==> config.mk <==
export PLATFORM = sky130hd
export DESIGN_NAME = if_fetch_stage
export DESIGN_NICKNAME = d
export VERILOG_FILES = /design/src/rtl/cpu_pkg.sv /design/src/rtl/if_id_reg.sv /design/src/rtl/if_fetch_stage.sv
export SDC_FILE = /design/constraint.sdc
export NUM_CORES = 1
export LEC_CHECK = 0
export ABC_AREA = 1
export BUFFER_PORTS_ARGS = -buffer_cell sky130_fd_sc_hd__buf_2
export CORE_ASPECT_RATIO = 0.8
export CORE_UTILIZATION = 48
export CTS_BUF_LIST = sky130_fd_sc_hd__clkbuf_16
export DETAILED_ROUTE_END_ITERATION = 12
export HOLD_SLACK_MARGIN = 0.08
export MAX_ROUTING_LAYER = met4
export PLACE_DENSITY = 0.77
export RECOVER_POWER = 100
export SYNTH_ARGS = -nofsm -noshare
export SYNTH_HDL_FRONTEND = slang
export SYNTH_SLANG_ARGS = --single-unit
export TNS_END_PERCENT = 30
==> constraint.sdc <==
create_clock -name clk -period 1.75 [get_ports clk]
set_input_delay 0.0875 -clock clk [delete_from_list [all_inputs] [get_ports clk]]
set_output_delay 0.0875 -clock clk [all_outputs]
set_load 0.01 [all_outputs]
==> src/rtl/cpu_pkg.sv <==
// Constants and types shared across the cpu_pipelined stages.
package cpu_pkg;
    localparam int XLEN = 32;

    localparam logic [XLEN-1:0] NOP_WORD  = 32'h0000_0013;
    localparam logic [XLEN-1:0] HALT_WORD = 32'hFFFF_FFFF;

    typedef enum logic [1:0] {
        RUN   = 2'd0,
        DRAIN = 2'd1,
        DONE  = 2'd2
    } fetch_state_t;

    typedef struct packed {
        logic            valid;
        logic [XLEN-1:0] pc;
        logic [XLEN-1:0] pc_plus4;
        logic [XLEN-1:0] instr;
    } if_id_t;
endpackage

==> src/rtl/if_id_reg.sv <==
// IF/ID pipeline register with hold and bubble controls.
// Latency: one cycle from d to q.
// Backpressure: hold keeps q; bubble wins over hold and loads a NOP.
module if_id_reg
    import cpu_pkg::*;
#(
    parameter logic [XLEN-1:0] BUBBLE_INSTR = cpu_pkg::NOP_WORD
) (
    input  logic   clk,
    input  logic   reset,
    input  logic   hold,
    input  logic   bubble,
    input  if_id_t d,
    output if_id_t q
);
    if_id_t bubble_val;

    always_comb begin
        bubble_val          = '0;
        bubble_val.instr    = BUBBLE_INSTR;
    end

    always_ff @(posedge clk) begin
        if (!reset) begin
            q <= bubble_val;
        end else if (bubble) begin
            q <= bubble_val;
        end else if (!hold) begin
            q <= d;
        end
    end
endmodule

==> src/rtl/if_fetch_stage.sv <==
// Instruction fetch: owns the PC, fills IF/ID, drains and halts on sentinel.
// Latency: one cycle from imem_rdata to IF/ID.
// Backpressure: stall holds PC and IF/ID; flush redirects and squashes.
module if_fetch_stage
    import cpu_pkg::*;
#(
    parameter logic [31:0] RESET_PC     = 32'h0000_0000,
    parameter int          IMEM_DEPTH   = 64,
    parameter logic [31:0] HALT_WORD    = cpu_pkg::HALT_WORD,
    parameter logic [31:0] NOP_WORD     = cpu_pkg::NOP_WORD,
    parameter int          DRAIN_CYCLES = 4
) (
    input  logic        clk,
    input  logic        reset,
    input  logic        stall,
    input  logic        flush,
    input  logic [31:0] branch_target,
    output logic [31:0] imem_addr,
    input  logic [31:0] imem_rdata,
    output logic        if_id_valid,
    output logic [31:0] if_id_pc,
    output logic [31:0] if_id_pc_plus4,
    output logic [31:0] if_id_instr,
    output logic        end_program,
    output logic [31:0] cycle_count
);
    localparam logic [29:0] DEPTH_WORDS = 30'(IMEM_DEPTH);
    localparam logic [7:0]  DRAIN_INIT  = 8'(DRAIN_CYCLES);

    logic [31:0]  pc;
    logic [31:0]  pc_plus4;
    logic [31:0]  target_aligned;
    logic [7:0]   drain_cnt;
    fetch_state_t state;
    logic         halt_hit;
    logic         ifid_hold;
    logic         ifid_bubble;
    if_id_t       ifid_d;
    if_id_t       ifid_q;

    assign pc_plus4       = pc + 32'd4;
    assign target_aligned = {branch_target[31:2], 2'b00};
    // Running off the end of memory is treated exactly like the sentinel.
    assign halt_hit       = (imem_rdata == HALT_WORD) || (pc[31:2] >= DEPTH_WORDS);
    assign imem_addr      = pc;

    always_comb begin
        ifid_hold   = 1'b0;
        ifid_bubble = 1'b1;
        if (state == RUN) begin
            if (flush) begin
                ifid_bubble = 1'b1;
            end else if (stall) begin
                ifid_bubble = 1'b0;
                ifid_hold   = 1'b1;
            end else begin
                ifid_bubble = halt_hit;
            end
        end
    end

    always_comb begin
        ifid_d          = '0;
        ifid_d.valid    = 1'b1;
        ifid_d.pc       = pc;
        ifid_d.pc_plus4 = pc_plus4;
        ifid_d.instr    = imem_rdata;
    end

    if_id_reg #(
        .BUBBLE_INSTR (NOP_WORD)
    ) u_if_id_reg (
        .clk    (clk),
        .reset  (reset),
        .hold   (ifid_hold),
        .bubble (ifid_bubble),
        .d      (ifid_d),
        .q      (ifid_q)
    );

    assign if_id_valid    = ifid_q.valid;
    assign if_id_pc       = ifid_q.pc;
    assign if_id_pc_plus4 = ifid_q.pc_plus4;
    assign if_id_instr    = ifid_q.instr;

    always_ff @(posedge clk) begin
        if (!reset) begin
            pc          <= RESET_PC;
            state       <= RUN;
            drain_cnt   <= 8'd0;
            end_program <= 1'b0;
            cycle_count <= 32'd0;
        end else begin
            if (!end_program && (cycle_count != 32'hFFFF_FFFF)) begin
                cycle_count <= cycle_count + 32'd1;
            end
            case (state)
                RUN: begin
                    if (flush) begin
                        pc <= target_aligned;
                    end else if (!stall) begin
                        if (halt_hit) begin
                            drain_cnt <= DRAIN_INIT;
                            state     <= DRAIN;
                        end else begin
                            pc <= pc_plus4;
                        end
                    end
                end
                DRAIN: begin
                    // A flush here means an older branch made the halt wrong-path.
                    if (flush) begin
                        pc        <= target_aligned;
                        drain_cnt <= 8'd0;
                        state     <= RUN;
                    end else if (!stall) begin
                        drain_cnt <= drain_cnt - 8'd1;
                        if (drain_cnt == 8'd1) begin
                            state       <= DONE;
                            end_program <= 1'b1;
                        end
                    end
                end
                DONE: begin
                    end_program <= 1'b1;
                end
                default: begin
                    state <= RUN;
                end
            endcase
        end
    end
endmodule
# ---- Word level (Yosys, flattened, before mapping)
# Cells that the tools add are included.
dict set report word_totals {
  regBits 172
  input_bits 68
  out_inout_bits 162
  elab_cells 70
}
dict set report op_classes {
  n_addsub 3
  n_lt_le_gt_ge 1
  n_eq_ne 16
  muxes 28
  bitwise_logic 2
  n_reduce_logical 11
}
# op n
set op_table {}
lappend op_table {{$mux 32} 4}
lappend op_table {{$pmux 32 s2} 1}
lappend op_table {{$mux 8} 5}
lappend op_table {{$add 32x1->32 const B} 1}
lappend op_table {{$add 32x3->32 const B} 1}
lappend op_table {{$eq 32x32->1 const B} 1}
lappend op_table {{$ne 32x32->1 const B} 1}
lappend op_table {{$ge 30x7->1 const B} 1}
lappend op_table {{$pmux 8 s2} 1}
lappend op_table {{$ne 2x2->1 const B} 7}
lappend op_table {{$mux 2} 6}
lappend op_table {{$ne 3x3->1 const B} 4}
lappend op_table {{$mux 1} 9}
lappend op_table {{$eq 8x1->1 const B} 1}
lappend op_table {{$reduce_and 4->1} 2}
lappend op_table {{$sub 8x1->8 const B} 1}
lappend op_table {{$pmux 2 s3} 1}
lappend op_table {{$reduce_and 6->1} 1}
lappend op_table {{$reduce_and 5->1} 1}
lappend op_table {{$reduce_bool 2->1} 2}
lappend op_table {{$eq 2x1->1 const B} 1}
lappend op_table {{$eq 2x2->1 const B} 1}
lappend op_table {{$logic_not 2->1} 1}
lappend op_table {{$not 1->1} 2}
lappend op_table {{5 further kinds} 5}

# ---- Longest topological paths before layout
# Gate-level depths: netlist of the first run.
dict set report depth {
  ltp_word 6
  ltp_mapped 13
  mapped_depth_nobuf 12
}

# ---- By module
# From an unflattened synthesis of the first run, not the netlist that was laid out.
dict set report hier_totals {
  cells_unflattened 1199
  hier_area_um2 8164.1
}
# module instances cells_each area_per_inst_um2 seq_area_each_um2
set by_module_without_submodules {}
lappend by_module_without_submodules {if_fetch_stage 1 776 4795.8 1461.4}
lappend by_module_without_submodules {if_id_reg 1 423 3368.2 1941.9}

# ---- Least setup slack after synthesis of the first run
# OpenSTA, ideal clock, no wires.
dict set report synth_timing {
  path_type {flip-flop to flip-flop}
  from {register pc[2] (netlist: imem_addr[2])}
  to {register u_if_id_reg.q[56] (netlist name)}
  arrival_ps 1609
  required_time_ps 1633
  setup_slack_ps 24
  path_stages_with_launch 11
  path_buffers 0
  period_less_slack_ps 1726
  cell_sequence {dfxtp_1 > ha_1 > nand3_2 > nor2_4 > nand2_2 > inv_2 > nand4_1 > nor2_2 > nand3_1 > a21oi_1 > nor2_1}
}
dict set report synth_between {
  elab_chain_len 6
  word_cells_on_any_way 7
}
# element line_no
set synth_lines {}
lappend synth_lines {{from (decl)} if_fetch_stage.sv:30} ;# logic [31:0] pc;
lappend synth_lines {{from (signal assigned)} if_fetch_stage.sv:100} ;# pc <= target_aligned;
lappend synth_lines {{from (signal assigned)} if_fetch_stage.sv:106} ;# pc <= pc_plus4;
lappend synth_lines {{from (signal assigned)} if_fetch_stage.sv:113} ;# pc <= target_aligned;
lappend synth_lines {{$ge 30x7->1} if_fetch_stage.sv:44} ;# assign halt_hit = (imem_rdata == HALT_WORD) || (pc[31:2] >= DEPTH_WORDS);
lappend synth_lines {{$logic_or 1x1->1} if_fetch_stage.sv:44}
lappend synth_lines {{$mux 1} if_fetch_stage.sv:53} ;# end else if (stall) begin
lappend synth_lines {{$mux 1} if_fetch_stage.sv:51} ;# if (flush) begin
lappend synth_lines {{$mux 1} if_fetch_stage.sv:50} ;# if (state == RUN) begin
lappend synth_lines {{$reduce_or 2->1 (no line)} n/a}
lappend synth_lines {{to (signal assigned)} if_id_reg.sv:25} ;# q <= bubble_val;
lappend synth_lines {{to (signal assigned)} if_id_reg.sv:27} ;# q <= bubble_val;
lappend synth_lines {{to (decl)} if_id_reg.sv:14} ;# output if_id_t q
# Several ways; a longest one is shown, not always the timed one.
# A chain may end at the register's enable or synchronous reset.

# ---- Final worst setup path of the first run
dict set report layout_timing {
  from {input imem_rdata[0]}
  to {register pc[26] (netlist: imem_addr[26])}
}
dict set report layout_between {
  elab_chain_len 4
}
# element line_no
set layout_lines {}
lappend layout_lines {{from (decl)} if_fetch_stage.sv:19} ;# input logic [31:0] imem_rdata,
lappend layout_lines {{$eq 32x32->1} if_fetch_stage.sv:44}
lappend layout_lines {{$logic_or 1x1->1} if_fetch_stage.sv:44}
lappend layout_lines {{$ne 3x3->1 (no line)} n/a}
lappend layout_lines {{$reduce_and 4->1 (no line)} n/a}
# No other way between the ends.

==> results of run 1 <==
[sequential cells by signal, indices dropped and copies added, names as in the netlist]
| register | count |
|---|---|
| drain_cnt | 8 |
| cycle_count | 32 |
| u_if_id_reg.q | 93 |
| state | 2 |
| imem_addr | 30 |
| end_program | 1 |
[power groups by stage]
| stage | logic (mW) | registers [mW] | clock network (mW) |
|---|---|---|---|
| 2_1_floorplan | 1.13 | 4.35 | 0 |
| 3_3_place_gp | 2.06 | 4.20 | 0 |
| 3_5_place_dp | 2.09 | 4.21 | 0 |
| 4_1_cts | 2.22 | 4.12 | 3.99 |
| 5_1_grt | 2.66 | 4.18 | 4.14 |
| 6_report | 2.43 | 4.15 | 3.96 |
[final cells by class]
cell class / instances / share of cell area [%]
Multi-Input combinational cell: 920 / 38.6
Sequential cell: 166 / 29.1
Timing Repair Buffer: 371 / 21.5
Clock buffer: 17 / 3.70
Inverter: 92 / 3.09
Tap cell: 220 / 2.39
Clock inverter: 14 / 1.64
[cell usage in the layout (no fill, tap or decap), types with 2 or more instances in the layout]
cell type,instances
nand2_1,396
dfxtp_1,153
nor2_1,148
a21oi_1,120
buf_2,117
clkbuf_1,109
inv_1,84
dlygate4sd3_1,63
buf_4,62
nand3_1,51
xor2_1,33
o21ai_0,29
nor3_1,23
clkbuf_16,21
nor2_2,20
nand2_2,15
o21ai_1,14
dfxtp_2,12
nand4_1,11
buf_12,11
nor3_2,9
a21oi_2,8
xnor2_1,7
inv_2,6
nor2_4,6
conb_1,6
inv_6,5
buf_6,5
inv_8,4
nor3_4,3
nand2_4,3
nand3_4,3
ha_1,3
bufinv_16,3
mux2i_1,2
o21bai_1,2
ha_4,2
[worst paths after layout]
path                                        from                             end  slack [ns]  cells past startpoint
setup / recovery                   imem_rdata[0]      imem_addr[26]$_SDFFE_PN0P_        0.06                     14
hold / removal                             flush       drain_cnt[6]$_SDFFE_PN0P_        0.17                      4
setup reg to reg      imem_addr[26]$_SDFFE_PN0P_  u_if_id_reg.q[42]$_SDFFE_PP0N_        0.06                     10
hold reg to reg   u_if_id_reg.q[46]$_SDFFE_PP0N_  u_if_id_reg.q[46]$_SDFFE_PP0N_        0.47                      2
[Yosys cell counts]
master and n:
a21boi_0 1, a21oi_1 127, a21oi_2 1, buf_1 2, buf_2 16, buf_4 14
buf_6 4, clkbuf_1 23, clkinv_2 1, conb_1 1, dfxtp_1 166, ha_1 5
inv_1 84, inv_2 7, mux2i_1 2, nand2_1 405, nand2_2 10, nand3_1 52
nand3_2 2, nand4_1 11, nor2_1 164, nor2_2 7, nor2_4 3, nor3_1 29
nor3_2 4, nor3_4 2, nor4_1 1, o21ai_0 41, o21ai_1 3, o21bai_1 2
or2_2 1, xnor2_1 7, xor2_1 34
[per-layer routing]
metal / vias to the layer above / routed length, microns
met5: - / 0
li1: 4552 / -
met4: 0 / 748
met1: 4273 / 11900
met2: 387 / 12100
met3: 61 / 1810
[through the flow]
step	hold WS [ns]	instance area [sq um]	TNS, ns	setup WS, ns
finish	0.174	11500	0	0.0557
global route	0.190	11500	-3.37	-0.0757
CTS	0.160	11200	0	0.0118
detailed placement	0.324	9960	0	0.0532
global placement	0.321	9960	0	0.0521
floorplan	0.214	8200	0	0.0242
[logic make-up after synthesis]
family / synth area share [%]
simple gates: 34.9
compound gates: 10.8
flops: 40.6
buf+inv: 8.20
xor+xnor: 4.39
fa+ha+maj: 0.765
mux: 0.245
other cells: 0.0458
[tightest hold or removal path: stages]
cell and delay (ns):
buf_2 0.25, nor3_1 0.10, nand3_1 0.07, a21oi_1 0.05
[repair_timing]
action / 4_1_cts / 5_1_grt
endpoints found under the hold margin: 63 / 0
gates resized for setup: 0 / 108
setup endpoints to repair: 0 / 162
setup buffers: 0 / 4
hold buffers: 63 / 0
==> impl_metrics.yaml, run 1 <==
outcome:
  status: "complete, no violations"
worst_setup_path:
  cp.arrival_ns: 2.02
  slowest_stage: "dlygate4sd3_1"
  cp_cell_sequence: "dlygate4sd3_1, buf_2, nand2_1, nor2_2, nand2_1, nor2_2, nand2_2, nand2_2, nand3_4, nand2_8, clkbuf_16, nand2_1, nand2_1, nor2_1"
  cp_max_fo: 7
  worst-path-buf-inv: 3
  cp-start-kind: "input port"
  crit_path_frequent_cell: "nand2_1"
  crit_family: "simple AND/OR/NAND/NOR gates"
  critPathMaxStageDelay_ns: 0.56
  criticalPathCategory: "in2reg"
  required_ns: 2.07
  endpoint_kind: "register"
logic_synthesis:
  synth_top_area_share_pct: 40.6
  yosys-top-cells-area: "dfxtp_1 41%, nand2_1 19%, a21oi_1 7.8%, nor2_1 7.5%, inv_1 3.9%"
  syn-cell-area_sq_um: 8180
  synth_seq_cells: 166
  avgSynthCellArea_sq_um: 6.64
  syn_inst: 1232
  ys_warn_count: 0
  ys_seq_area_share_pct: 40.6
  synth_top_cell_by_area: "dfxtp_1"
  yosysUniqueCellTypes: 33
clock_network:
  cts-buffers-inserted: 17
  root_buffer: "clkbuf_16"
  cts_tree: "built"
  cts_buffer_depth: 2
  clk_pin_slew_ns: 0.07
  htree_levels: 4
  clock_sinks: 166
  clk_latency_ns: 0.43
global_routing:
  grt_max_degree: 50
  use_met3_pct: 4.48
  gr-usage-all-layers_pct: 29.9
  grt-ovfl-total: 0
  gr-usage-met2_pct: 46.6
  grt_pass1_vias: 8570
  grt-busiest-layer: "met2"
  grt_pass1_wl_mm: 41.0
  grt_use_met1_pct: 39.1
  grt_antenna_before_repair: 0
layout:
  synthToLayoutAreaGrowth_pct: 40.5
  nets: 1641
  fin_cells: 1800
  multi_input_area_sq_um: 4440
  fillers: 1397
  final_layout_size_suffix_gt1_share_pct: 20.5
  ff_latch_area_sq_um: 3340
  fin_util_pct: 69.2
  insertedDiodeCount: 0
run:
  max_cap_violations: 0
detailed_routing:
  drtIter0Drc: 762
  dr.pass1.iters: 6
  wire_per_inst_microns: 14.8
  remaining_drc_errors: 0
  via_per_inst: 5.15
  num_vias: 9273
  drt_wl_total_mm: 26.6
  ant_nets: 0
placed_design:
  gp_congestion: 0.920
  dp_cells: 1698
  dpl.hpwl_mm: 17.7
  numPortBuffers: 221
floorplanning:
  die_w_microns: 148
  ios: 230
  core_area_sq_um: 16600
  die_y_microns: 119
  design.die.area_sq_um: 17600
  rows: 42
  start_util_pct: 49.3
timing:
  drv_slew: 0
  fin_crit_sh_pct: 96.8
  slew_headroom_pct: 66.5
  fin_crit_ns: 1.69
  worst_pin_slew_ns: 0.502
  finClkSkew_ns: 0.0104
  hold_viol: 0
  rsz0062_at_grt: "yes"
  final-setup-viol-count: 0
  clock.fmax_ghz: 0.590
pwr:
  p_int_mw: 7.27
  pwr-share-seq_pct: 39.4
  switching_share_pct: 31.1
  power-per-cell-area_nw_per_um2: 918
  power.total_mw: 10.6
  pwr-share-comb_pct: 23.0
  leakagePower_nw: 4.89
  clkPwrFrac_pct: 37.6
  ir_drop_mv: 0.751
  p_sw_mw: 3.28
min_path:
  hp-class: "in2reg"
No activity file was read; power rests on OpenSTA's default activity.
==> inputs of run 2 (changes only) <==
--- a/config.mk
+++ b/config.mk
@@ -5,15 +5,16 @@
 export SDC_FILE = /design/constraint.sdc
 export NUM_CORES = 1
 export LEC_CHECK = 0
-export ABC_AREA = 1
 export BUFFER_PORTS_ARGS = -buffer_cell sky130_fd_sc_hd__buf_2
+export CELL_PAD_IN_SITES_DETAIL_PLACEMENT = 0
+export CELL_PAD_IN_SITES_GLOBAL_PLACEMENT = 1
 export CORE_ASPECT_RATIO = 0.8
-export CORE_UTILIZATION = 48
-export CTS_BUF_LIST = sky130_fd_sc_hd__clkbuf_16
+export CORE_UTILIZATION = 33
+export CTS_BUF_LIST = sky130_fd_sc_hd__clkbuf_4 sky130_fd_sc_hd__clkbuf_8 sky130_fd_sc_hd__clkbuf_16
 export DETAILED_ROUTE_END_ITERATION = 12
 export HOLD_SLACK_MARGIN = 0.08
 export MAX_ROUTING_LAYER = met4
-export PLACE_DENSITY = 0.77
+export PLACE_DENSITY_LB_ADDON = 0.1
 export RECOVER_POWER = 100
 export SYNTH_ARGS = -nofsm -noshare
 export SYNTH_HDL_FRONTEND = slang
==> run 2 against run 1 <==
  * The flow now finishes with violations (negative setup slack)
  * Routed wire length decreased by 4.9%
  * First-iteration DRC count decreased by 43%
  * Via count decreased by 15%
  * Synthesized cell count decreased by 26%
  * Critical endpoint is now u_if_id_reg.q[10]$_SDFFE_PP0N_
==> impl_metrics.yaml, run 2 <==
placed_design:
  place_area_sq_um: 10100
  numPortBuffers: 221
  gp_congestion: 0.814
  dp_slack_ns: -0.592
  dpl.hpwl_mm: 17.8
min_path:
  hold_depth: 4
  hp-class: "in2reg"
  min-delay-start: "branch_target[11]"
  min_to: "imem_addr[11]$_SDFFE_PN0P_"
worst_setup_path:
  r2r-end: "u_if_id_reg.q[10]$_SDFFE_PP0N_"
  cp.arrival_ns: 2.65
  endpoint_kind: "register"
  reg2reg_slack_ns: -0.53
  cp_max_fo: 5
  criticalPathCategory: "reg2reg"
  r2r-start: "imem_addr[22]$_SDFFE_PN0P_"
  r2r_cells: 8
  required_ns: 2.12
  cp-start-kind: "register"
layout:
  largest_reg_flops: 93
  top_register: "u_if_id_reg.q"
  mostFrequentLayoutCell: "nand2_1"
  synthToLayoutAreaGrowth_pct: 57.0
  fin_util_pct: 53.4
  nets: 1397
  mostFrequentLayoutCells: "167 x nand2_1, 155 x dfxtp_1, 146 x buf_4, 123 x clkbuf_1, 113 x buf_2"
  final_layout_size_suffix_gt1_share_pct: 33.2
  post-route-cell-area_sq_um: 11600
run:
  max_cap_violations: 0
logic_synthesis:
  ys_seq_area_share_pct: 44.8
  synth_top_area_share_pct: 44.8
  yosysMostFrequentCell: "nand2_1"
  yosys-top-cells-area: "dfxtp_1 45%, nand2_1 8.5%, a21oi_1 5.9%, nor2_1 5.2%, xnor2_1 4.3%"
  syn-cell-area_sq_um: 7410
  syn_inst: 912
  synth_common_cells: "168 x nand2_1, 166 x dfxtp_1, 103 x nor2_1, 88 x a21oi_1, 48 x clkbuf_1"
  yosysUniqueCellTypes: 54
  synth_seq_cells: 166
  ys_warn_count: 0
  synth_ff_type: "dfxtp_1"
  avgSynthCellArea_sq_um: 8.12
  async_reset_ff_share_pct: 0
  synth-edff-count: 0
  synth_top_cell_by_area: "dfxtp_1"
timing:
  fin_crit_ns: 2.28
  clock.fmax_ghz: 0.439
  drv_slew: 0
  final.setup.worst_slack_ns: -0.527
  hold_viol: 0
  rsz0062_at_grt: "yes"
  finClkSkew_ns: 0.0127
  fin_crit_sh_pct: 130
  final-setup-viol-count: 136
floorplanning:
  die_w_microns: 170
  design.die.area_sq_um: 23100
  ios: 230
  rows: 48
  die_y_microns: 136
  core_area_sq_um: 21800
  start_util_pct: 34.0
clock_network:
  cts_tree: "built"
  cts_buffer_depth: 2
  root_buffer: "clkbuf_16"
  clock_sinks: 166
  cts-buffers-inserted: 17
  clk_pin_slew_ns: 0.07
  clk_latency_ns: 0.43
  htree_levels: 4
detailed_routing:
  dr.pass1.iters: 4
  num_vias: 7905
  drt_wl_total_mm: 25.3
  wire_per_inst_microns: 15.4
  drtIter0Drc: 438
  remaining_drc_errors: 0
  ant_nets: 0
  via_per_inst: 4.83
pwr:
  leakagePower_nw: 4.53
  ir_drop_mv: 0.493
  power-per-cell-area_nw_per_um2: 794
global_routing:
  grt_pass1_wl_mm: 39.1
  grt-ovfl-total: 0
  gr-usage-all-layers_pct: 22.3
  grt_antenna_before_repair: 1
  grt_pass1_vias: 7436
  grt_max_degree: 72
outcome:
  violations: "negative setup slack"
  status: "finished with violations"
==> run 2: cell types whose count changed in the layout (fill, tap and decap cells not counted), moves of 17 or more <==
cell      change
xor2_1       -17
nand2_1     -229
a21oi_2      +39
nor2_1       -45
a21oi_1      -79
nor2_2       -20
a211oi_2     +19
inv_1        -68
nand3_1      -27
buf_4        +84
xnor2_1      +28
==> run 2: where the power goes <==
group	internal, mW	leakage, nW	switching (mW)
sequential	3.90	1.35	0.0882
combinational	0.663	2.90	0.761
clock	2.07	0.284	1.76
==> run 2: worst max path at each step <==
stage | startpoint | to | depth (start not counted)
6_report | imem_addr[22]$_SDFFE_PN0P_ | u_if_id_reg.q[10]$_SDFFE_PP0N_ | 8
5_1_grt | imem_addr[13]$_SDFFE_PN0P_ | u_if_id_reg.q[55]$_SDFFE_PP0N_ | 7
4_1_cts | imem_addr[13]$_SDFFE_PN0P_ | u_if_id_reg.q[44]$_SDFFE_PP0N_ | 7
3_5_place_dp | imem_addr[15]$_SDFFE_PN0P_ | u_if_id_reg.q[37]$_SDFFE_PP0N_ | 7
3_3_place_gp | imem_addr[29]$_SDFFE_PN0P_ | u_if_id_reg.q[0]$_SDFFE_PP1N_ | 7
2_1_floorplan | imem_addr[9]$_SDFFE_PN0P_ | u_if_id_reg.q[58]$_SDFFE_PP0N_ | 9
==> run 2: stage by stage <==
step                      power (mW)  hold slack (ns)  std cells  setup TNS, ns
final                           9.24           0.0890       1638         -53.23
after floorplan                 4.69            0.205        917         -56.21
after detailed placement        5.28            0.350       1542         -61.07
after global placement          5.28            0.347       1542         -54.30
after CTS                       9.28           0.0839       1634         -56.42
after global routing            9.63            0.107       1638         -68.20
==> run 2: repair_timing <==
action                                  4_1_cts  5_1_grt
gates cloned                                  0        1
endpoints found under the hold margin        62        0
hold buffers                                 60        0
gates resized for setup                      58       46
buffers inserted                              0        2
endpoints found under the setup margin      153      155
pin swaps                                    19       17
==> run 2: area by class of cell <==
cell class	count	area, sq um
fill	2183	10200
inverter	18	67.6
sequential	166	3340
multi-input combinational	663	4250
tap	300	375
clock inverter	14	158
clock buffer	18	439
antenna	1	2.50
timing repair buffer	458	3010
==> run 2: per-layer routing <==
layer | track usage, % | vias to the layer above | wire [microns]
li1 | - | 3984 | -
met1 | 30.1 | 3739 | 12600
met2 | 34.7 | 164 | 11400
met3 | 3.38 | 18 | 1040
met4 | 5.96 | 0 | 246
met5 | - | - | 0
==> run 2: worst max-delay path, cell delays in order (launching register included) <==
cell,delay [ns]
dfxtp_2,0.34
nor4_4,0.33
nand2_2,0.13
a311oi_2,0.31
a21oi_1,0.13
or4_4,0.54
buf_4,0.19
clkbuf_16,0.15
a21oi_2,0.10
==> run 2: cells by family after synthesis <==
logic type / Yosys count / synth area share (%)
AOI/OAI and AO/OA: 174 / 15.3
xor gates and xnor gates: 52 / 6.15
adders and majority gates: 5 / 0.844
buffers and inverters: 88 / 5.77
DFF: 166 / 44.8
muxes: 6 / 0.811
other: 1 / 0.0506
and+or+nand+nor: 420 / 26.2
==> inputs of run 3 (changes only) <==
--- a/config.mk
+++ b/config.mk
@@ -9,12 +9,13 @@
 export CELL_PAD_IN_SITES_DETAIL_PLACEMENT = 0
 export CELL_PAD_IN_SITES_GLOBAL_PLACEMENT = 1
 export CORE_ASPECT_RATIO = 0.8
+export CORE_MARGIN = 2
 export CORE_UTILIZATION = 33
 export CTS_BUF_LIST = sky130_fd_sc_hd__clkbuf_4 sky130_fd_sc_hd__clkbuf_8 sky130_fd_sc_hd__clkbuf_16
 export DETAILED_ROUTE_END_ITERATION = 12
 export HOLD_SLACK_MARGIN = 0.08
 export MAX_ROUTING_LAYER = met4
-export PLACE_DENSITY_LB_ADDON = 0.1
+export PLACE_DENSITY_LB_ADDON = 0.3
 export RECOVER_POWER = 100
 export SYNTH_ARGS = -nofsm -noshare
 export SYNTH_HDL_FRONTEND = slang
==> run 3 against run 2 <==
  * The run still ends with negative setup slack left
  * Cell count grew 0.61%
  * Global-route usage shrank 0.52 points
  * Clock power grew 2%
  * Critical path depth shrank 1
  * Core utilization shrank 1.7 points
  * Critical endpoint is now u_if_id_reg.q[26]$_SDFFE_PP0N_
  * Largest power group unchanged
==> impl_metrics.yaml, run 3 (synthesis results as in run 2) <==
outcome:
  status: "finished with violations"
  violations: "negative setup slack"
global_routing:
  grt_antenna_before_repair: 0
  grt_max_degree: 79
  gr-usage-all-layers_pct: 21.8
  grt-ovfl-total: 0
  grt_pass1_wl_mm: 39.8
  grt_pass1_vias: 7395
pwr:
  power.total_mw: 9.29
  clkPwrFrac_pct: 42.0
  switching_share_pct: 27.3
  pwr-share-comb_pct: 15.0
  p_int_mw: 6.76
  ir_drop_mv: 0.587
  p_sw_mw: 2.53
  pwr-share-seq_pct: 42.9
  leakagePower_nw: 4.52
  power-per-cell-area_nw_per_um2: 807
worst_setup_path:
  r2r_cells: 7
  endpoint_kind: "register"
  cp_max_fo: 14
  critPathMaxStageDelay_ns: 0.55
  worst-path-buf-inv: 1
  cp-start-kind: "register"
  slowest_stage: "or4_4"
  crit_family: "simple AND/OR/NAND/NOR gates"
  r2r-end: "u_if_id_reg.q[26]$_SDFFE_PP0N_"
  required_ns: 2.10
  criticalPathCategory: "reg2reg"
  cp.arrival_ns: 2.68
  cp_cell_sequence: "nor4_4, nand4_1, a311oi_2, a21oi_2, or4_4, bufbuf_16, a21oi_1"
  reg2reg_slack_ns: -0.57
  r2r-start: "imem_addr[29]$_SDFFE_PN0P_"
layout:
  fin_cells: 1648
  insertedDiodeCount: 0
  final_layout_size_suffix_gt1_share_pct: 31.2
  top_register: "u_if_id_reg.q"
  mostFrequentLayoutCell: "nand2_1"
  fin_util_pct: 51.7
  nets: 1402
  largest_reg_flops: 93
  fillers: 2214
  post-route-cell-area_sq_um: 11500
  mostFrequentLayoutCells: "166 x nand2_1, 158 x dfxtp_1, 137 x buf_4, 136 x clkbuf_1, 117 x buf_2"
  synthToLayoutAreaGrowth_pct: 55.3
detailed_routing:
  dr_wl_met3_mm: 1.25
  via_per_inst: 4.82
  wire_per_inst_microns: 15.4
  top_layer: "met4"
  drt_wl_total_mm: 25.3
  dr.pass1.iters: 4
  num_vias: 7950
  drtIter0Drc: 480
  wl_met2_mm: 11.2
  ant_nets: 0
  remaining_drc_errors: 0
  wirelength_met1_mm: 12.4
timing:
  clock.fmax_ghz: 0.431
  rsz0062_at_grt: "yes"
  fin_setup_tns_ns: -60.21
  fin_crit_ns: 2.32
  timing.hold.ws_ns: 0.103
  hold_viol: 0
  finClkSkew_ns: 0.0166
  drv_slew: 0
  fin_crit_sh_pct: 133
  final-setup-viol-count: 146
  final.setup.worst_slack_ns: -0.572
placed_design:
  dpl.hpwl_mm: 18.1
  dp_slack_ns: -0.655
  place_area_sq_um: 10100
  numPortBuffers: 221
  gp_congestion: 0.838
  dp_cells: 1552
run:
  max_cap_violations: 0
clock_network:
  root_buffer: "clkbuf_16"
  clock_sinks: 166
  htree_levels: 4
  clk_latency_ns: 0.43
  clk_pin_slew_ns: 0.07
  cts-buffers-inserted: 17
  cts_tree: "built"
  cts_buffer_depth: 2
floorplanning:
  die_y_microns: 138
  start_util_pct: 33.3
  rows: 49
  design.die.area_sq_um: 23700
  ios: 230
  die_w_microns: 172
  core_area_sq_um: 22300
min_path:
  min-delay-start: "branch_target[11]"
  hp-class: "in2reg"
  hold_depth: 4
  min_to: "imem_addr[11]$_SDFFE_PN0P_"
[run 3: changes by cell type in the layout (fill, tap and decap cells not counted), moves of 7 or more]
cell / delta
a21oi_1: +10
a211oi_1: -7
a211oi_2: +7
buf_4: -9
a21oi_2: -10
a32oi_1: +9
clkbuf_1: +13
a32oi_2: -9
[run 3: worst min-delay path: cells and delay by family]
kind / cells / cell delay (ns)
AO/OA/AOI/OAI: 2 / 0.17
buffers and inverters: 1 / 0.12
AND/OR/NAND/NOR: 1 / 0.10
[run 3: worst max-delay path by stage]
stage | cells past startpoint | start | end | slack, ns
2_1_floorplan | 9 | imem_addr[9]$_SDFFE_PN0P_ | u_if_id_reg.q[58]$_SDFFE_PP0N_ | -0.49
3_3_place_gp | 7 | imem_addr[15]$_SDFFE_PN0P_ | u_if_id_reg.q[1]$_SDFFE_PP1N_ | -0.48
3_5_place_dp | 7 | imem_addr[29]$_SDFFE_PN0P_ | u_if_id_reg.q[51]$_SDFFE_PP0N_ | -0.65
4_1_cts | 7 | imem_addr[29]$_SDFFE_PN0P_ | u_if_id_reg.q[22]$_SDFFE_PP0N_ | -0.55
5_1_grt | 7 | imem_addr[29]$_SDFFE_PN0P_ | u_if_id_reg.q[26]$_SDFFE_PP0N_ | -0.68
6_report | 7 | imem_addr[29]$_SDFFE_PN0P_ | u_if_id_reg.q[26]$_SDFFE_PP0N_ | -0.57
[run 3: final cells by class]
cell class              instances  area, sq um  share of cell area (%)
multi-input cells             663         4120                    35.8
flip-flops and latches        166         3340                    29.0
repair buffers                463         2980                    25.9
clock buffers                  19          447                    3.88
well taps                     306          383                    3.33
clock inverters                13          164                    1.42
inverters                      18         67.6                   0.587
[run 3: routing by layer]
| layer | track usage, % | up-vias |
|---|---|---|
| met4 | 7.09 | 0 |
| met5 | - | - |
| li1 | - | 3985 |
| met2 | 32.6 | 197 |
| met1 | 29.6 | 3732 |
| met3 | 4.07 | 36 |
[run 3: power groups by stage]
stage               Combinational [mW]  Clock (mW)  Sequential [mW]
global route                      1.52        4.16             4.00
CTS                               1.41        3.97             3.98
finish                            1.40        3.91             3.99
global placement                  1.22           0             4.05
floorplan                        0.569           0             4.12
detailed placement                1.23           0             4.05
[run 3: timing repair]
| item | 4_1_cts | 5_1_grt |
|---|---|---|
| setup endpoints to repair | 150 | 162 |
| hold buffers | 60 | 0 |
| pin swaps | 20 | 4 |
| resized for setup | 67 | 20 |
| hold endpoints to repair | 59 | 0 |
| buffers inserted | 2 | 0 |
| gates cloned | 2 | 0 |
